<file path="src/rtl/sar_search_ctrl.sv">
`default_nettype none
// +--------------------------------------------------------------------------+
// | Module      : sar_search_ctrl                                             |
// | Description : Binary-search initiator. Drives a registered guess onto the |
// |               B side of a magnitude comparator and narrows [lo, hi] from  |
// |               its gt/eq/ls flags until the A-side value is located.       |
// | Options     : SAR_ITER_CNT_EN adds an iter_cnt output and a compare-count |
// |               timeout (WIDTH+2 compares ends the search with an error).   |
// | Revision    : 1.0 - initial release                                       |
// +--------------------------------------------------------------------------+
module sar_search_ctrl #(
  parameter int WIDTH = 4
) (
  input  logic             clk,
  input  logic             rst_n,
  input  logic             start,
  input  logic             cmp_gt,
  input  logic             cmp_eq,
  input  logic             cmp_ls,
  output logic [WIDTH-1:0] guess,
  output logic             busy,
  output logic             done,
  output logic             found,
  output logic             error,
  output logic [WIDTH-1:0] result
`ifdef SAR_ITER_CNT_EN
  ,
  output logic [$clog2(WIDTH+2)-1:0] iter_cnt
`endif
);

  typedef enum logic [1:0] {
    S_IDLE   = 2'd0,
    S_SEARCH = 2'd1,
    S_DONE   = 2'd2
  } state_t;

  // Bounds and sums carry one extra bit so guess+1 at the top and the
  // midpoint sums never wrap.
  localparam logic [WIDTH-1:0] MAX_G      = '1;
  localparam logic [WIDTH:0]   MAX_W      = {1'b0, MAX_G};
  localparam logic [WIDTH:0]   ONE_W      = 1;
  localparam logic [WIDTH-1:0] GUESS_INIT = MAX_G >> 1;

  state_t           state_q, state_d;
  logic [WIDTH-1:0] guess_q, guess_d;
  logic [WIDTH-1:0] result_q, result_d;
  logic             found_q, found_d;
  logic             error_q, error_d;
  logic [WIDTH:0]   lo_q, lo_d;
  logic [WIDTH:0]   hi_q, hi_d;
  logic             take_err;

  logic [WIDTH:0]   guess_w;
  logic [WIDTH:0]   next_lo;
  logic [WIDTH:0]   next_hi;
  logic [WIDTH:0]   sum_gt;
  logic [WIDTH:0]   sum_ls;

`ifdef SAR_ITER_CNT_EN
  localparam int              CNT_W      = $clog2(WIDTH+2);
  localparam logic [CNT_W-1:0] ITER_LIMIT = CNT_W'(WIDTH+1);
  localparam logic [CNT_W-1:0] CNT_ONE    = CNT_W'(1);
  logic [CNT_W-1:0] iter_q, iter_d;
`endif

  // Candidate bounds and midpoints for the gt / ls narrowing steps.
  always_comb begin
    guess_w = {1'b0, guess_q};
    next_lo = guess_w + ONE_W;
    next_hi = guess_w - ONE_W;
    sum_gt  = next_lo + hi_q;
    sum_ls  = lo_q + next_hi;
  end

  // Next-state and datapath update: one compare per SEARCH cycle.
  always_comb begin
    state_d  = state_q;
    guess_d  = guess_q;
    result_d = result_q;
    found_d  = found_q;
    error_d  = error_q;
    lo_d     = lo_q;
    hi_d     = hi_q;
    take_err = 1'b0;
`ifdef SAR_ITER_CNT_EN
    iter_d   = iter_q;
`endif
    case (state_q)
      S_IDLE: begin
        if (start) begin
          state_d = S_SEARCH;
          lo_d    = '0;
          hi_d    = MAX_W;
          guess_d = GUESS_INIT;
          found_d = 1'b0;
          error_d = 1'b0;
`ifdef SAR_ITER_CNT_EN
          iter_d  = '0;
`endif
        end
      end
      S_SEARCH: begin
`ifdef SAR_ITER_CNT_EN
        iter_d = iter_q + CNT_ONE;
        if (iter_q == ITER_LIMIT) begin
          take_err = 1'b1;
        end else
`endif
        case ({cmp_gt, cmp_eq, cmp_ls})
          3'b010: begin
            result_d = guess_q;
            found_d  = 1'b1;
            state_d  = S_DONE;
          end
          3'b100: begin
            if ((guess_q == MAX_G) || (next_lo > hi_q)) begin
              take_err = 1'b1;
            end else begin
              lo_d    = next_lo;
              guess_d = WIDTH'(sum_gt >> 1);
            end
          end
          3'b001: begin
            // guess==0 must be caught explicitly: next_hi wraps to all ones.
            if ((guess_q == '0) || (lo_q > next_hi)) begin
              take_err = 1'b1;
            end else begin
              hi_d    = next_hi;
              guess_d = WIDTH'(sum_ls >> 1);
            end
          end
          default: take_err = 1'b1;
        endcase
        if (take_err) begin
          result_d = guess_q;
          found_d  = 1'b0;
          error_d  = 1'b1;
          state_d  = S_DONE;
        end
      end
      S_DONE: begin
        state_d = S_IDLE;
      end
      default: begin
        state_d = S_IDLE;
      end
    endcase
  end

  // State and datapath registers with asynchronous active-low reset.
  always_ff @(posedge clk or negedge rst_n) begin
    if (!rst_n) begin
      state_q  <= S_IDLE;
      guess_q  <= '0;
      result_q <= '0;
      found_q  <= 1'b0;
      error_q  <= 1'b0;
      lo_q     <= '0;
      hi_q     <= MAX_W;
`ifdef SAR_ITER_CNT_EN
      iter_q   <= '0;
`endif
    end else begin
      state_q  <= state_d;
      guess_q  <= guess_d;
      result_q <= result_d;
      found_q  <= found_d;
      error_q  <= error_d;
      lo_q     <= lo_d;
      hi_q     <= hi_d;
`ifdef SAR_ITER_CNT_EN
      iter_q   <= iter_d;
`endif
    end
  end

  assign guess  = guess_q;
  assign result = result_q;
  assign found  = found_q;
  assign error  = error_q;
  assign busy   = (state_q == S_SEARCH);
  assign done   = (state_q == S_DONE);
`ifdef SAR_ITER_CNT_EN
  assign iter_cnt = iter_q;
`endif

endmodule
`default_nettype wire

</file>
<file path="config.mk">
export PLATFORM = sky130hd
export DESIGN_NAME = sar_search_ctrl
export DESIGN_NICKNAME = d
export VERILOG_FILES = /design/src/rtl/sar_search_ctrl.sv
export SDC_FILE = /design/constraint.sdc
export NUM_CORES = 1
export LEC_CHECK = 0
export ABC_CLOCK_PERIOD_IN_PS = 2700
export CAP_MARGIN = 0
export CORE_MARGIN = 2
export CORE_UTILIZATION = 35
export DETAILED_ROUTE_END_ITERATION = 8
export PLACE_DENSITY = 0.6
export SLEW_MARGIN = 10
export SYNTH_ARGS = -nofsm -noshare
export SYNTH_HDL_FRONTEND = slang
export SYNTH_SLANG_ARGS = --single-unit
</file>
<file path="constraint.sdc">
create_clock -name clk -period 2.7 [get_ports clk]
set_input_delay 0.54 -clock clk [delete_from_list [all_inputs] [get_ports clk]]
set_output_delay 0.54 -clock clk [all_outputs]
set_load 0.1 [all_outputs]
</file>
==> impl_results.md, run 1 <==
* Die width at 74.3 um
* Commonest cells after routing, fill and taps aside: buf_4 (36), inv_1 (16), ha_1 (16)
* DRT antenna net count at 0
* CP max FO at 6
* Global-route usage over all layers at 16.1%
* CORE AREA at 4750 um2
* Fin worst setup slack at 0.0847 ns
* Critical path's largest stage delay at 0.53 ns
* Async SR Flop Fraction at 100%
* Netlist cell types at 52
* Clock sinks at 22
* IO Port Bufs at 17
* Die height at 74.3 um
* Clock Skew at 0.00532 ns
* Post-Route WL at 4.25 mm
* Most common cell after layout, fill and taps aside: buf_4
* Mapped Area at 1730 um2
* Crit start category: flop
* I/O Pins at 18
* Worst path cell trace: nor3_4 -> xnor2_2 -> inv_2 -> ha_4 -> or2b_1 -> a221oi_2 -> o31ai_4 -> o2bb2ai_4 -> or2_4 -> mux2_4
* Syn avg cell area at 9.78 um2
* Routed length per instance at 14.9 um
* Largest net degree at the start of global routing at 15
* Initial antenna violation count at 0
* Hold Buf Count CTS at 0
* DIE AREA at 5530 um2
* Routed vias at 1414
* Rows at 25
* Worst-path clk slew at 0.08 ns
* Root Buffer: clkbuf_8
* DRC at 0
* Register area at 568 um2
* First-pass GRT wire length at 6.73 mm
* Worst min path class: flop to flop
* Status: complete, no violations
* Final period util at 96.9%
* Fin util at 47.5%
* Fill count at 476
* DP HPWL at 3.44 mm
* Final setup vio count at 0
* Drt initial violations at 45
* Post-synthesis sequential area ratio at 32.1%
* Share of cells above drive strength 1 at 33.5%
* # diodes at 0
* DP Worst Slack at 0.0336 ns
* Via-per-instance ratio at 4.96
* Crit path time final at 2.62 ns
* GP Congestion at 0.870
* Max-slew violation count at 0
* DR pass1 iterations at 4
* Crit path kind: flop to flop
* Worst-skew pair later-pin latency at 0.26 ns
* Ys flop type: dfrtp_1
* Relative slew margins at 63.8%
* Top achievable clock speed at 0.382 GHz
* Critical Path RT at 2.85 ns
* CTS H-tree lvls at 1
* Syn Nets at 205
* Max-Cap Viols at 0
* Number of enable flip-flop cells after synthesis at 0
* CTS tree: yes
* Worst-margin pin slew at 0.541 ns
* Critical Path End Type: flop
* Layout net count at 247
* Overflow after GRT at 0
* Starting density of the core at 36.4%
* CTS Buf Count at 3
* CTS Buffer Depth at 2
* Worst path arrival time at 2.77 ns
* Fin. Hold Viols at 0
* Ys Warns at 0
* Area grow syn2layout at 30.4%
* Synth Instances at 177
* Slowest CP cell: dfrtp_4
* Seq cells post-synth at 22
* Number of global-route vias before repair at 1329
* Area taken by multi-input logic gates at 1130 um2
## timing repair
action                                  in CTS  in global routing
endpoints found under the setup margin       0                 14
buffers inserted                             0                  4
gates resized for setup                      0                  8
endpoints found under the hold margin        0                  0
## critical path, delay by kind of cell (launching register included)
kind / cells / cell delay [ns]
XOR/XNOR: 1 / 0.15
buffers and inverters: 1 / 0.06
AND/OR/NAND/NOR: 3 / 0.70
multiplexers: 1 / 0.29
flip-flops: 1 / 0.53
adder cells (fa/ha/maj): 1 / 0.23
AO/OA/AOI/OAI: 3 / 0.53
## metrics by stage
step           area (um2)  setup TNS [ns]  hold slack, ns  instances
4_1_cts              2190               0           0.505        281
3_5_place_dp         2140               0           0.486        277
5_1_grt              2260        -0.00212           0.542        285
6_report             2260               0           0.505        285
2_1_floorplan        1790          -0.117           0.244        177
3_3_place_gp         2140               0           0.481        277
## worst paths after layout
path / start / end / slack [ns] / depth (start not counted)
setup reg to reg: guess[1] / result[2] / 0.08 / 10
max in group asynchronous: rst_n / hi_q[3] / 1.53 / 2
setup / recovery: guess[1] / result[2] / 0.08 / 10
hold / removal: hi_q[4] / hi_q[4] / 0.50 / 2
min in group asynchronous: rst_n / result[3] / 0.56 / 1
hold reg to reg: hi_q[4] / hi_q[4] / 0.50 / 2
## kinds of logic (layout without fill, tap and decap cells)
kind of cell	Yosys count	after routing	synth area share, %
buf+inv	25	66	6.79
flops	22	22	32.1
mux	4	4	2.60
fa+ha+maj	22	22	16.8
xor+xnor	10	10	5.06
compound gates	48	48	21.1
simple gates	46	46	15.6
## metal layers
metal  global-route usage (%)  up-vias  wire (um)
met1                     23.7      681       2090
met2                     25.6       24       1990
met3                     1.90        4        131
met4                     3.17        0         39
met5                        0        -          0
li1                         -      705          -
## state kept, by name (all words and copies together) (netlist names)
register,count
result,4
lo_q,5
guess,4
state_q,2
found,1
hi_q,5
error,1
## Yosys cell counts (2+ instances only)
cell	instances	share of area (%)
ha_1	20	14
inv_1	19	4.1
dfrtp_1	18	26
nor2_1	12	2.6
o21ai_0	12	3.5
a21oi_1	9	2.6
nand2_1	6	1.3
nor3_1	5	1.4
xnor2_1	5	2.5
xor2_1	5	2.5
dfstp_2	4	6.1
nand3_1	4	1.2
o21bai_1	4	1.7
a311oi_1	3	1.5
buf_6	3	2.0
mux2i_1	3	1.7
o22a_1	3	1.5
o22ai_1	3	1.1
a21boi_1	2	0.87
a2bb2oi_1	2	1.0
fa_1	2	2.3
nor2b_1	2	0.72
nor3b_1	2	0.87
## area by class of cell
cell class                 instances  area share [%]
inverter                          20            3.43
timing repair buffer              42            15.1
multi-input combinational        130            50.2
clock buffer                       4            2.44
tap                               67            3.71
sequential                        22            25.2
Power of run 1 is not shown: default switching activity piles up to over one toggle a cycle in this logic, so the estimate is an artifact.
==> inputs of run 2 (changes only) <==
Settings changed: CTS_CLUSTER_SIZE from default to 8.
==> results of run 2 <==
No change in the layout: final DEF, timing and power equal those of run 1.
Power of run 2 is left out for the same reason.
